**config.mk**
```make
export PLATFORM = sky130hd
export DESIGN_NAME = hi_iso14443a_tx_sched
export DESIGN_NICKNAME = d
export VERILOG_FILES = /design/src/rtl/hi_iso14443a_pkg.sv /design/src/rtl/iso14443a_tx_fifo.sv /design/src/rtl/hi_iso14443a_tx_sched.sv
export SDC_FILE = /design/constraint.sdc
export NUM_CORES = 1
export LEC_CHECK = 0
export ABC_CLOCK_PERIOD_IN_PS = 2600
export CAP_MARGIN = 20
export CORE_MARGIN = 10
export CORE_UTILIZATION = 50
export DETAILED_ROUTE_END_ITERATION = 6
export PLACE_DENSITY = 0.7
export SLEW_MARGIN = 20
export SYNTH_ARGS = -nofsm -noshare
export SYNTH_HDL_FRONTEND = slang
export SYNTH_SLANG_ARGS = --single-unit
```
**constraint.sdc**
```tcl
create_clock -name ck_1356meg -period 2.6 [get_ports ck_1356meg]
set_clock_uncertainty 0.1 [all_clocks]
set_input_delay 0.39 -clock ck_1356meg [delete_from_list [all_inputs] [get_ports ck_1356meg]]
set_output_delay 0.39 -clock ck_1356meg [all_outputs]
set_load 0.005 [all_outputs]
```
**src/rtl/hi_iso14443a_pkg.sv**
```systemverilog
// Shared types and timing constants for the ISO14443-A tag response path.
package hi_iso14443a_pkg;

    typedef enum logic [2:0] {
        IDLE,
        WAIT_FDT,
        SOF,
        DATA,
        PARITY,
        EOF
    } tx_state_t;

    localparam int BIT_PERIOD   = 128;
    localparam int SUBC_HALF    = 8;
    localparam int FDT_BIT0_DEF = 1172;
    localparam int FDT_BIT1_DEF = 1236;

    typedef struct packed {
        logic       last;
        logic [7:0] data;
    } tx_entry_t;

    // Odd parity: the appended bit makes the total count of ones odd.
    function automatic logic odd_parity(input logic [7:0] b);
        return ~(^b);
    endfunction

endpackage

```
**src/rtl/iso14443a_tx_fifo.sv**
```systemverilog
// Small show-ahead FIFO for response bytes; full/empty come straight from flops.
module iso14443a_tx_fifo #(
    parameter int DEPTH = 4,
    parameter int WIDTH = 9
) (
    input  logic             gclk,
    input  logic             grst_n,
    input  logic             push,
    input  logic             pop,
    input  logic             flush,
    input  logic [WIDTH-1:0] wdata,
    output logic [WIDTH-1:0] rdata,
    output logic             full,
    output logic             empty
);
    localparam int AW = $clog2(DEPTH);

    logic [WIDTH-1:0] mem [DEPTH];
    logic [AW-1:0]    wr_ptr, rd_ptr;
    logic [AW:0]      count, count_nxt;
    logic             do_push, do_pop;

    assign do_push = push && !full && !flush;
    assign do_pop  = pop && !empty && !flush;
    assign rdata   = mem[rd_ptr];

    always_comb begin
        count_nxt = count;
        if (flush)
            count_nxt = '0;
        else if (do_push && !do_pop)
            count_nxt = count + 1'b1;
        else if (do_pop && !do_push)
            count_nxt = count - 1'b1;
    end

    always_ff @(negedge gclk or negedge grst_n) begin
        if (!grst_n) begin
            wr_ptr <= '0;
            rd_ptr <= '0;
            count  <= '0;
            full   <= 1'b0;
            empty  <= 1'b1;
        end else begin
            if (flush) begin
                wr_ptr <= '0;
                rd_ptr <= '0;
            end else begin
                if (do_push) wr_ptr <= wr_ptr + 1'b1;
                if (do_pop)  rd_ptr <= rd_ptr + 1'b1;
            end
            count <= count_nxt;
            full  <= (count_nxt == (AW+1)'(DEPTH));
            empty <= (count_nxt == '0);
        end
    end

    always_ff @(negedge gclk) begin
        if (do_push) mem[wr_ptr] <= wdata;
    end

endmodule

```
**src/rtl/hi_iso14443a_tx_sched.sv**
```systemverilog
// Tag-side ISO14443-A response scheduler: buffers reply bytes, waits out the
// frame delay after reader EOF, then emits Manchester/OOK subcarrier on mod_out.
module hi_iso14443a_tx_sched
    import hi_iso14443a_pkg::*;
#(
    parameter int FDT_BIT0   = FDT_BIT0_DEF,
    parameter int FDT_BIT1   = FDT_BIT1_DEF,
    parameter int FIFO_DEPTH = 4,
    parameter bit PARITY_EN  = 1'b1
) (
    input  logic       ck_1356meg,
    input  logic       rst_n,
    input  logic       enable,
    input  logic       reader_eof,
    input  logic       reader_last_bit,
    input  logic [7:0] tx_data,
    input  logic       tx_last,
    input  logic       tx_valid,
    output logic       tx_ready,
    output logic       mod_out,
    output logic       busy,
    output logic       fdt_elapsed,
    output logic       underrun
);
    localparam int PH_W    = $clog2(BIT_PERIOD);
    localparam int SUBC_B  = $clog2(SUBC_HALF);
    localparam int FDT_MAX = (FDT_BIT1 > FDT_BIT0) ? FDT_BIT1 : FDT_BIT0;
    localparam int CNT_W   = $clog2(FDT_MAX + 1);
    localparam logic [PH_W-1:0] PH_LAST = PH_W'(BIT_PERIOD - 1);

    tx_state_t       state, state_nxt;
    logic [PH_W-1:0] phase, phase_nxt;
    logic [CNT_W-1:0] fdt_cnt, fdt_cnt_nxt;
    logic [7:0]      cur_byte, cur_byte_nxt;
    logic            cur_last, cur_last_nxt;
    logic [2:0]      bit_idx, bit_idx_nxt;
    logic            underrun_nxt, elapsed_nxt, mod_nxt, nbit, byte_end;
    logic            fifo_push, fifo_pop, fifo_full, fifo_empty;
    tx_entry_t       fifo_wdata, fifo_rdata;

    assign tx_ready   = enable && !fifo_full;
    assign fifo_push  = tx_valid && tx_ready;
    assign fifo_wdata = '{last: tx_last, data: tx_data};
    assign busy       = (state != IDLE);

    iso14443a_tx_fifo #(
        .DEPTH (FIFO_DEPTH),
        .WIDTH ($bits(tx_entry_t))
    ) u_fifo (
        .gclk   (ck_1356meg),
        .grst_n (rst_n),
        .push   (fifo_push),
        .pop    (fifo_pop),
        .flush  (!enable),
        .wdata  (fifo_wdata),
        .rdata  (fifo_rdata),
        .full   (fifo_full),
        .empty  (fifo_empty)
    );

    always_comb begin
        state_nxt    = state;
        phase_nxt    = phase + 1'b1;
        fdt_cnt_nxt  = fdt_cnt;
        cur_byte_nxt = cur_byte;
        cur_last_nxt = cur_last;
        bit_idx_nxt  = bit_idx;
        underrun_nxt = underrun;
        elapsed_nxt  = 1'b0;
        fifo_pop     = 1'b0;
        byte_end     = 1'b0;

        if (!enable) begin
            state_nxt   = IDLE;
            phase_nxt   = '0;
            fdt_cnt_nxt = '0;
        end else begin
            unique case (state)
                IDLE: begin
                    phase_nxt = '0;
                    if (reader_eof) begin
                        state_nxt    = WAIT_FDT;
                        fdt_cnt_nxt  = reader_last_bit ? CNT_W'(FDT_BIT1) : CNT_W'(FDT_BIT0);
                        underrun_nxt = 1'b0;
                    end
                end
                // Expiring at 1 makes the SOF edge land exactly FDT edges after the EOF edge.
                WAIT_FDT: begin
                    phase_nxt = '0;
                    if (reader_eof) begin
                        fdt_cnt_nxt = reader_last_bit ? CNT_W'(FDT_BIT1) : CNT_W'(FDT_BIT0);
                    end else if (fdt_cnt == CNT_W'(1)) begin
                        elapsed_nxt = 1'b1;
                        fdt_cnt_nxt = '0;
                        state_nxt   = fifo_empty ? IDLE : SOF;
                    end else begin
                        fdt_cnt_nxt = fdt_cnt - 1'b1;
                    end
                end
                SOF: begin
                    if (phase == PH_LAST) begin
                        state_nxt    = DATA;
                        fifo_pop     = 1'b1;
                        cur_byte_nxt = fifo_rdata.data;
                        cur_last_nxt = fifo_rdata.last;
                        bit_idx_nxt  = '0;
                    end
                end
                DATA: begin
                    if (phase == PH_LAST) begin
                        if (bit_idx != 3'd7)
                            bit_idx_nxt = bit_idx + 3'd1;
                        else if (PARITY_EN)
                            state_nxt = PARITY;
                        else
                            byte_end = 1'b1;
                    end
                end
                PARITY: begin
                    if (phase == PH_LAST) byte_end = 1'b1;
                end
                EOF: begin
                    if (phase == PH_LAST) state_nxt = IDLE;
                end
                default: state_nxt = IDLE;
            endcase

            if (byte_end) begin
                if (cur_last) begin
                    state_nxt = EOF;
                end else if (!fifo_empty) begin
                    state_nxt    = DATA;
                    fifo_pop     = 1'b1;
                    cur_byte_nxt = fifo_rdata.data;
                    cur_last_nxt = fifo_rdata.last;
                    bit_idx_nxt  = '0;
                end else begin
                    state_nxt    = EOF;
                    underrun_nxt = 1'b1;
                end
            end
        end
    end

    // Modulation is computed from next-state values so the registered output is glitch-free.
    always_comb begin
        unique case (state_nxt)
            SOF:     nbit = 1'b1;
            DATA:    nbit = cur_byte_nxt[bit_idx_nxt];
            PARITY:  nbit = odd_parity(cur_byte_nxt);
            default: nbit = 1'b0;
        endcase
        mod_nxt = (state_nxt inside {SOF, DATA, PARITY}) &&
                  (phase_nxt[PH_W-1] != nbit) && !phase_nxt[SUBC_B];
    end

    always_ff @(negedge ck_1356meg or negedge rst_n) begin
        if (!rst_n) begin
            state       <= IDLE;
            phase       <= '0;
            fdt_cnt     <= '0;
            cur_byte    <= '0;
            cur_last    <= 1'b0;
            bit_idx     <= '0;
            mod_out     <= 1'b0;
            fdt_elapsed <= 1'b0;
            underrun    <= 1'b0;
        end else begin
            state       <= state_nxt;
            phase       <= phase_nxt;
            fdt_cnt     <= fdt_cnt_nxt;
            cur_byte    <= cur_byte_nxt;
            cur_last    <= cur_last_nxt;
            bit_idx     <= bit_idx_nxt;
            mod_out     <= mod_nxt;
            fdt_elapsed <= elapsed_nxt;
            underrun    <= underrun_nxt;
        end
    end

endmodule

```
; ---- Word-level counts from Yosys, hierarchy flattened
; Memories as Yosys holds them, arrays and structs flattened.
; Index checks and enable logic that the tools add are counted.
; W data, S select, Z words.
[word_totals]
regBits = 45
ramBits = 36
input_bits = 15
out_inout_bits = 5
word_cells = 132
n_memories = 1
[classes]
add_sub_neg = 7
magnitude_cmp = 1
eq_ne = 17
mux = 69
bitwise = 1
n_reduce_logical = 22
[memory_table]
columns = name, depth, width, read_ports, rd_clocked_by_memory_dff, write_ports, line_no
row1 = u_fifo.mem, 4, 9, 1, 0, 1, iso14443a_tx_fifo.sv:18  ; logic [WIDTH-1:0] mem [DEPTH];
[op_table]
columns = op, n
row1 = $mux W3, 21
row2 = $mux W8, 6
row3 = $mux W11, 4
row4 = $mux W1, 25
row5 = $pmux W11 S2, 1
row6 = $mux W7, 3
row7 = $pmux W3 S6, 1
row8 = $eq A3 B2 Y1 const B, 4
row9 = $eq A3 B3 Y1 const B, 4
row10 = $eq A11 B1 Y1 const B, 1
row11 = $sub A11 B1 Y11 const B, 1
row12 = $logic_and A1 B1 Y1, 10
row13 = $mux W2, 5
row14 = $reduce_xor A8 Y1, 1
row15 = $add A7 B1 Y7 const B, 1
row16 = $eq A7 B7 Y1 const B, 1
row17 = $add A3 B1 Y3 const B, 2
row18 = $logic_not A3 Y1, 2
row19 = $ne A3 B3 Y1 const B, 2
row20 = $pmux W3 S2, 1
row21 = $reduce_bool A3 Y1, 2
row22 = $logic_not A1 Y1, 5
row23 = $add A2 B1 Y2 const B, 2
row24 = $lt A3 B4 Y1 const B, 1
row25 = 10 further kinds, 11

; ---- Logic depth before layout (Yosys ltp)
; Gate-level depths: netlist (run 1).
[logic_depth]
word_depth = 14
depth_mapped = 11
mapped_depth_nobuf = 10

; ---- Modules after synthesis
; From an unflattened synthesis (run 1), not the netlist that was laid out.
[unflattened]
hier_cells = 349
hier_area_um2 = 4175.3
[modules_own_cells]
columns = module, n_inst, cells_per_inst, area_per_inst_um2, seq_area_each_um2
row1 = hi_iso14443a_tx_sched, 1, 234, 2245.9, 900.9
row2 = iso14443a_tx_fifo, 1, 115, 1929.4, 1307.5

==> impl_metrics.env, run 1 <==
export IMPL_status="complete, but fails checks"
export IMPL_violations="setup timing"
export IMPL_coreArea_sq_um=7727
export IMPL_crit_path_start_kind="input port"
export IMPL_final_core_util_pct=71.23
export IMPL_post_route_cell_area_sq_um=5504
export IMPL_finalSetupViolations=22
export IMPL_clock_latency_ps=420
export IMPL_setup_worst_path_end_class="register"
export IMPL_reg2reg_depth=12
export IMPL_die_h_um=109.3
export IMPL_holdPathStages=2
export IMPL_chipWidth_um=109.3
export IMPL_layout_commonest_cell="buf_4"
export IMPL_clk_path_buf_depth=2
export IMPL_insertedDiodeCount=0
export IMPL_area_delta_synth_final_pct=38.03
export IMPL_combinationalPowerShare_pct=11.6
export IMPL_r2r_start="state[2]"
export IMPL_start_util_pct=51.60
export IMPL_grt_pass1_vias=3078
export IMPL_r2r_setup_slack_ps=-400
export IMPL_peakVddDrop_mv=0.4849
export IMPL_ys_seq_area_share_pct=55.38
export IMPL_power_switching_mw=0.9278
export IMPL_clockPowerShare_pct=39.8
export IMPL_htree_levels=3
export IMPL_io_pin_count=20
export IMPL_setup_ws_ps=-793.3
export IMPL_drtPass1Iterations=4
export IMPL_hp_start="fdt_cnt[5]"
export IMPL_r2r_end="mod_out"
export IMPL_arrival_ps=2180
export IMPL_most_common_layout_cells="buf_4 (53), inv_1 (50), dfrtn_1 (44), edfxtp_1 (36), nor2_1 (27)"
export IMPL_slew_viol_final=0
export IMPL_synth_area_sq_um=3988
export IMPL_synth_warnings=0
export IMPL_syn_inst=337
export IMPL_worstPathMaxFanout=6
export IMPL_dp_hpwl_um=6106
export IMPL_cts_root_buf="clkbuf_8"
export IMPL_relSlewSlack_pct=66.60
export IMPL_portBuffers=19
export IMPL_maxCapViolations=0
export IMPL_rsz0062_at_grt="yes"
export IMPL_worst_slew_pin_slew_ps=500.9
export IMPL_async_reset_ff_share_pct=55.56
export IMPL_post_route_cells_drive_above_1_share_pct=34.33
export IMPL_grt_max_degree=30
export IMPL_viasPerCell=5.373
export IMPL_synth_seq_cells=81
export IMPL_seqPwrFrac_pct=48.6
export IMPL_num_rows=32
export IMPL_hold_viol_final=0
export IMPL_ys_types=57
export IMPL_power_density_nw_per_um2=534.9
export IMPL_synth_fp_nets=362
export IMPL_min_to="fdt_cnt[5]"
export IMPL_grt_overflow_total=0
export IMPL_cts_tree="built"
export IMPL_numCtsBuffers=9
export IMPL_leakage_nw=2.477
export IMPL_syn_avg_cell_area_sq_um=11.83
export IMPL_final_antenna_net_count=0
export IMPL_ys_flop_type="dfrtn_1"
export IMPL_antenna_found_initial=0
export IMPL_drtIter0Drc=113
export IMPL_finalNetCount=489
export IMPL_drt_total_wl_um=9554
export IMPL_hold_class="reg -> reg"
export IMPL_p_total_mw=2.944
export IMPL_grtUsageTotal_pct=17.15
export IMPL_num_vias=3068
export IMPL_crit_required_ps=1380
export IMPL_synth_edf_count=36
export IMPL_switching_share_pct=31.52
export IMPL_die_area_sq_um=11950
export IMPL_cts_sinks=81
export IMPL_gp_congestion=0.8754
export IMPL_wl_per_cell_um=16.73
export IMPL_drcViolationCount=0
export IMPL_path_class="in -> reg"
export IMPL_grt_pass1_wl_um=15850
export IMPL_hold_ws_ps=351.9
export IMPL_intPower_mw=2.016
export IMPL_placed_cell_area_sq_um=4777
export IMPL_clk_pin_slew_ps=70
critical path, cell delays in order:
cell      delay, ps
buf_6            70
nand4b_1        170
a211oi_4        260
buf_12          140
buf_12          130
mux2i_4          70
mux2_4          270
mux2_4          260
a22oi_2         190
xnor2_2         140
o32ai_2          90
cells in the mapped netlist (2+ instances only):
master,instances,area share [%]
a21o_1,2,0.38
a21oi_1,5,0.63
a31oi_1,3,0.47
and2_1,2,0.31
and2b_1,2,0.38
and3_1,10,1.6
clkbuf_1,11,1.0
dfrtn_1,44,28
edfxtp_1,36,27
ha_1,10,3.1
inv_1,19,1.8
mux2_2,3,0.85
mux2i_1,12,3.0
mux4_2,9,5.1
nand2_1,26,2.4
nand2b_1,4,0.63
nand3_1,8,1.0
nand3b_1,2,0.38
nand4_1,3,0.47
nor2_1,28,2.6
nor2b_1,4,0.63
nor3_1,5,0.63
nor4_1,4,0.63
o211ai_1,2,0.38
o21ai_0,24,3.0
o22ai_1,2,0.31
o31a_1,2,0.44
o31ai_1,3,0.56
o41ai_1,2,0.44
or2b_1,2,0.38
or3_1,3,0.47
xnor2_1,16,3.5
xor2_1,5,1.1
flip-flops by register name, indices dropped and copies added, names as in the netlist:
signal and count:
bit_idx 3, u_fifo.rd_ptr 2, mod_out 1, fdt_cnt 11, u_fifo.empty 1, u_fifo.full 1, state 3, u_fifo.mem 36
u_fifo.wr_ptr 2, fdt_elapsed 1, cur_last 1, phase 7, cur_byte 8, u_fifo.count 3, underrun 1
logic make-up (layout without fill, tap and decap cells):
| logic type | after synthesis | in the layout | share of synthesized area, % |
|---|---|---|---|
| AO/OA/AOI/OAI | 60 | 60 | 10.54 |
| flip-flops | 81 | 81 | 55.38 |
| buffers and inverters | 33 | 161 | 3.389 |
| multiplexers | 25 | 25 | 9.319 |
| XOR/XNOR | 21 | 21 | 4.612 |
| adder cells (fa/ha/maj) | 10 | 10 | 3.138 |
| AND/OR/NAND/NOR | 107 | 111 | 13.62 |
how the worst max path moves through the flow:
stage | from | to | depth (start not counted)
finish | enable | mod_out | 11
global route | enable | mod_out | 11
CTS | enable | mod_out | 11
detailed placement | enable | mod_out | 10
global placement | enable | mod_out | 10
floorplan | enable | mod_out | 9
final cells by class:
cell class	instances	area, sq um
Fill cell	542	2223
Sequential cell	81	2208
Multi-Input combinational cell	227	1951
Timing Repair Buffer	89	798.3
Clock inverter	44	222.7
Tap cell	102	127.6
Clock buffer	9	123.9
Inverter	19	72.57
power by group through the flow:
stage                     combinational, mW  sequential, mW  clock (mW)
after CTS                             0.328            1.43        1.19
final                                 0.342            1.43        1.17
after detailed placement              0.285            1.45      0.0877
after global placement                0.276            1.44      0.0877
after floorplan                       0.163            1.44      0.0877
after global routing                  0.374            1.43        1.31
repair_timing:
action,CTS,global route
hold buffers,0,0
resized for setup,78,23
gates cloned,5,0
buffers inserted,15,3
pin swaps,24,15
endpoints found under the setup margin,83,48
metrics by stage:
step	TNS (ps)	setup WS, ps	std cells
2_1_floorplan	-6953	-955.8	337
3_3_place_gp	-56560	-1493	499
3_5_place_dp	-57740	-1549	499
4_1_cts	-7153	-826.0	571
5_1_grt	-8159	-875.2	571
6_report	-6819	-793.3	571
per-layer routing:
metal / vias up / GRT usage (%) / share of wire [%]
met5: - / 0 / 0
met3: 13 / 2.926 / 3.2
met4: 0 / 6.320 / 1.9
met1: 1504 / 21.44 / 43
li1: 1501 / - / -
met2: 50 / 29.31 / 52
(Power assumes the default switching activity.)
==> run 2: changes to the inputs <==
GPL_TIMING_DRIVEN = 0   (was default)
==> impl_metrics.env, run 2 (synthesized netlist as in run 1, its figures left out) <==
export IMPL_grtUsageTotal_pct=16.21
export IMPL_drt_total_wl_um=9074
export IMPL_post_route_cell_area_sq_um=5330
export IMPL_power_density_nw_per_um2=547.8
export IMPL_hold_ws_ps=288.7
export IMPL_drcViolationCount=0
export IMPL_post_route_cells_drive_above_1_share_pct=29.93
export IMPL_leakage_nw=2.356
export IMPL_most_common_layout_cells="inv_1 (51), dfrtn_1 (44), edfxtp_1 (36), nor2_1 (25), nand2_1 (23)"
export IMPL_peakVddDrop_mv=0.3966
export IMPL_crit_path_start_kind="input port"
export IMPL_grt_overflow_total=0
export IMPL_hold_class="reg -> reg"
export IMPL_num_vias=2976
export IMPL_dp_hpwl_um=5774
export IMPL_regMostFlops="u_fifo.mem"
export IMPL_worstPathMaxFanout=10
export IMPL_io_pin_count=20
export IMPL_wl_per_cell_um=16.71
export IMPL_numCtsBuffers=9
export IMPL_n_fill_cell=564
export IMPL_crit_required_ps=1370
export IMPL_final_antenna_net_count=0
export IMPL_num_rows=32
export IMPL_cts_hold_buffers_added=0
export IMPL_finalSetupViolations=22
export IMPL_clk_path_buf_depth=2
export IMPL_antenna_found_initial=0
export IMPL_rsz0062_at_grt="yes"
export IMPL_largest_reg_flops=36
export IMPL_slew_viol_final=0
export IMPL_drtPass1Iterations=4
export IMPL_worst_slew_pin_slew_ps=759.0
export IMPL_cts_sinks=81
export IMPL_cts_root_buf="clkbuf_8"
export IMPL_start_util_pct=51.60
export IMPL_layout_commonest_cell="inv_1"
export IMPL_chipWidth_um=109.3
export IMPL_status="complete, but fails checks"
export IMPL_htree_levels=3
export IMPL_slowest_delay_ps=380
export IMPL_relSlewSlack_pct=49.40
export IMPL_clock_latency_ps=400
export IMPL_violations="setup timing"
export IMPL_setup_ws_ps=-848.7
export IMPL_grt_max_degree=26
export IMPL_arrival_ps=2220
export IMPL_cts_tree="built"
export IMPL_grt_pass1_vias=3178
export IMPL_portBuffers=19
export IMPL_hold_viol_final=0
export IMPL_area_delta_synth_final_pct=33.67
export IMPL_largestRegisters="u_fifo.mem (36), fdt_cnt (11), cur_byte (8)"
export IMPL_gp_congestion=0.8667
export IMPL_setup_worst_path_end_class="register"
export IMPL_viasPerCell=5.481
export IMPL_clk_pin_slew_ps=60
export IMPL_coreArea_sq_um=7727
export IMPL_drtIter0Drc=130
export IMPL_die_h_um=109.3
export IMPL_grt_pass1_wl_um=15240
export IMPL_finalNetCount=461
export IMPL_cpMaxStageDelayCell="o21ai_0"
export IMPL_maxCapViolations=0
export IMPL_die_area_sq_um=11950
export IMPL_path_class="in -> reg"
export IMPL_insertedDiodeCount=0
export IMPL_final_core_util_pct=68.98
export IMPL_placed_cell_area_sq_um=4462
export IMPL_worstPathCellList="buf_8 -> clkinv_2 -> o21ai_0 -> o221ai_4 -> mux2_2 -> mux2_4 -> a22oi_2 -> xnor2_1 -> o32ai_2"
==> run 2: power breakdown <==
| part | switching [mW] | internal (mW) |
|---|---|---|
| registers | 0.0383 | 1.40 |
| clock network | 0.662 | 0.512 |
| logic | 0.169 | 0.140 |
==> run 2: per-stage QoR <==
step	TNS (ps)	power (mW)	std cells	setup slack (ps)
5_1_grt	-7051	3.105	543	-898.1
2_1_floorplan	-6953	1.693	337	-955.8
4_1_cts	-5752	2.935	538	-875.6
3_3_place_gp	-125620	1.777	458	-1754
3_5_place_dp	-63710	1.791	459	-1782
6_report	-5649	2.920	543	-848.7
==> run 2: path summary, 6_finish.rpt <==
| kind | cells after the start | start | slack (ps) | to |
|---|---|---|---|---|
| setup / recovery | 9 | enable | -850 | mod_out |
| hold / removal | 1 | phase[0] | 290 | phase[0] |
| setup reg to reg | 10 | phase[0] | -400 | mod_out |
| hold reg to reg | 1 | phase[0] | 290 | phase[0] |
| max in group asynchronous | 2 | rst_n | 740 | fdt_cnt[10] |
| min in group asynchronous | 1 | rst_n | 1100 | phase[4] |
==> run 2: critical path, delay by kind of cell <==
family          cells  cell delay, ps
buf+inv             2             250
mux                 2             570
xor+xnor            1             160
compound gates      4             840
==> run 2: layer usage <==
layer | up-vias | share of wire (%) | track usage [%]
met5 | - | 0 | 0
met4 | 0 | 2.1 | 6.227
met3 | 24 | 4.3 | 3.218
met2 | 75 | 52 | 29.91
met1 | 1442 | 42 | 17.98
li1 | 1435 | - | -
==> run 2: repair_timing <==
action,in CTS,in global routing
setup endpoints to repair,84,30
endpoints found under the hold margin,0,0
gates resized for setup,84,19
buffers inserted,24,7
gates cloned,3,0
pin swaps,21,13
==> run 2: layout make-up <==
cell class	count	area, sq um	share of cell area, %
clock buffer	10	148.9	2.793
multi-input combinational	224	1931	36.22
clock inverter	43	209.0	3.920
sequential	81	2208	41.43
tap	102	127.6	2.394
buffer	12	131.4	2.465
timing repair buffer	52	499.2	9.366
inverter	19	75.07	1.408
==> run 3: changes to the inputs <==
ABC_CLOCK_PERIOD_IN_PS = 3000   (was 2600)
clock period = 3 ns   (was 2.6 ns; I/O delays follow)
==> impl_metrics.env, run 3 (synthesized netlist as in run 1, its figures left out) <==
export IMPL_reg2reg_depth=11
export IMPL_antenna_found_initial=0
export IMPL_n_fill_cell=602
export IMPL_clk_path_buf_depth=2
export IMPL_cts_tree="built"
export IMPL_setup_ws_ps=-681.5
export IMPL_violations="setup timing"
export IMPL_insertedDiodeCount=0
export IMPL_cts_sinks=81
export IMPL_most_common_layout_cells="inv_1 (51), dfrtn_1 (44), edfxtp_1 (36), nor2_1 (26)"
export IMPL_gr_usage_met2_pct=25.88
export IMPL_setup_worst_path_end_class="register"
export IMPL_worst_slew_pin_slew_ps=710.8
export IMPL_hp_start="phase[0]"
export IMPL_status="complete, but fails checks"
export IMPL_r2r_end="mod_out"
export IMPL_drtPass1Iterations=4
export IMPL_cts_hold_buffers_added=0
export IMPL_portBuffers=19
export IMPL_intPower_mw=1.743
export IMPL_grt_pass1_vias=2913
export IMPL_switching_share_pct=29.31
export IMPL_grt_pass1_wl_um=14030
export IMPL_largest_reg_flops=36
export IMPL_start_util_pct=51.60
export IMPL_clock_latency_ps=400
export IMPL_num_vias=2926
export IMPL_combinationalPowerShare_pct=9.9
export IMPL_power_switching_mw=0.7225
export IMPL_clockPowerShare_pct=39.6
export IMPL_crit_required_ps=1580
export IMPL_arrival_ps=2260
export IMPL_setup_tns_ps=-4071
export IMPL_layout_commonest_cell="inv_1"
export IMPL_post_route_cell_area_sq_um=5121
export IMPL_wl_per_cell_um=16.28
export IMPL_critPathLaunch="enable"
export IMPL_leakage_nw=2.268
export IMPL_slew_viol_final=0
export IMPL_largestRegisters="u_fifo.mem (36), fdt_cnt (11), cur_byte (8)"
export IMPL_post_route_cells_drive_above_1_share_pct=26.42
export IMPL_die_area_sq_um=11950
export IMPL_r2r_setup_slack_ps=-70
export IMPL_dp_hpwl_um=5615
export IMPL_peakVddDrop_mv=0.4042
export IMPL_crit_path_start_kind="input port"
export IMPL_num_rows=32
export IMPL_grt_overflow_total=0
export IMPL_io_pin_count=20
export IMPL_path_class="in -> reg"
export IMPL_finalSetupViolations=10
export IMPL_gp_congestion=0.8726
export IMPL_rsz0062_at_grt="yes"
export IMPL_maxCapViolations=0
export IMPL_coreArea_sq_um=7727
export IMPL_preCtsSetupSlack_ps=-1627
export IMPL_gr_max_usage_layer="met2"
export IMPL_drtIter0Drc=125
export IMPL_relSlewSlack_pct=52.61
export IMPL_min_to="phase[0]"
export IMPL_regMostFlops="u_fifo.mem"
export IMPL_placed_cell_area_sq_um=4409
export IMPL_grtUsageTotal_pct=14.86
export IMPL_met1_usage_pct=17.89
export IMPL_die_h_um=109.3
export IMPL_r2r_start="state[1]"
export IMPL_chipWidth_um=109.3
export IMPL_hold_viol_final=0
export IMPL_drt_total_wl_um=8810
export IMPL_final_core_util_pct=66.27
export IMPL_drcViolationCount=0
export IMPL_area_delta_synth_final_pct=28.43
export IMPL_worstPathMaxFanout=5
export IMPL_final_antenna_net_count=0
export IMPL_finalNetCount=460
export IMPL_holdPathStages=1
export IMPL_hold_class="reg -> reg"
export IMPL_p_total_mw=2.465
export IMPL_numCtsBuffers=9
export IMPL_grt_max_degree=33
export IMPL_met3_usage_pct=3.511
export IMPL_viasPerCell=5.409
export IMPL_seqPwrFrac_pct=50.5
export IMPL_htree_levels=3
export IMPL_cts_root_buf="clkbuf_8"
export IMPL_clk_pin_slew_ps=60
export IMPL_power_density_nw_per_um2=481.3
run 3: cell count changes in the layout (fill, tap and decap cells not counted), moves of 3 or more:
cell,change
and3_4,+3
clkbuf_2,+4
o21ai_2,-4
mux2i_2,-3
buf_12,-3
clkbuf_8,-6
o21ai_1,-7
buf_6,-5
o21ai_0,+11
mux2i_1,+3
buf_4,+4
run 3: worst max path at each step:
stage	to	slack [ps]	cells after the start
final	mod_out	-680	10
after floorplan	mod_out	-820	9
after global routing	mod_out	-750	10
after CTS	mod_out	-710	10
after global placement	mod_out	-1600	10
after detailed placement	mod_out	-1630	10
run 3: through the flow:
| step | instances | hold WS [ps] |
|---|---|---|
| finish | 541 | 281.7 |
| global route | 541 | 346.3 |
| CTS | 531 | 283.5 |
| detailed placement | 459 | 282.4 |
| global placement | 458 | 273.1 |
| floorplan | 337 | 258.7 |
run 3: layout make-up:
class	instances	area (sq um)	share of cell area (%)
clock buffer	10	148.9	2.907
sequential	81	2208	43.12
tap	102	127.6	2.492
multi-input combinational	227	1886	36.82
buffer	11	82.58	1.613
timing repair buffer	49	412.9	8.063
clock inverter	42	182.7	3.567
inverter	19	72.57	1.417
run 3: critical path: stages:
cell and delay, ps:
buf_8 80, nand4b_1 160, a211oi_4 340, buf_6 220
mux2i_4 80, mux2_2 260, mux2_4 260, a22oi_2 160
xnor2_1 150, o32ai_2 90
run 3: routing by layer:
layer	routed length, um	vias up
met1	3765	1438
met3	267	7
met2	4661	48
met4	116	0
li1	-	1433
met5	0	-
run 3: repair_timing:
item / 4_1_cts / 5_1_grt
gates resized for setup: 55 / 23
setup buffers: 22 / 6
gates cloned: 1 / 4
pin swaps: 11 / 11
setup endpoints to repair: 78 / 48
run 3: power groups by stage:
stage | sequential [mW] | clock [mW] | combinational, mW
6_report | 1.25 | 0.976 | 0.244
5_1_grt | 1.25 | 1.10 | 0.272
4_1_cts | 1.24 | 0.995 | 0.225
3_5_place_dp | 1.26 | 0.0760 | 0.208
3_3_place_gp | 1.26 | 0.0760 | 0.200
2_1_floorplan | 1.25 | 0.0760 | 0.132
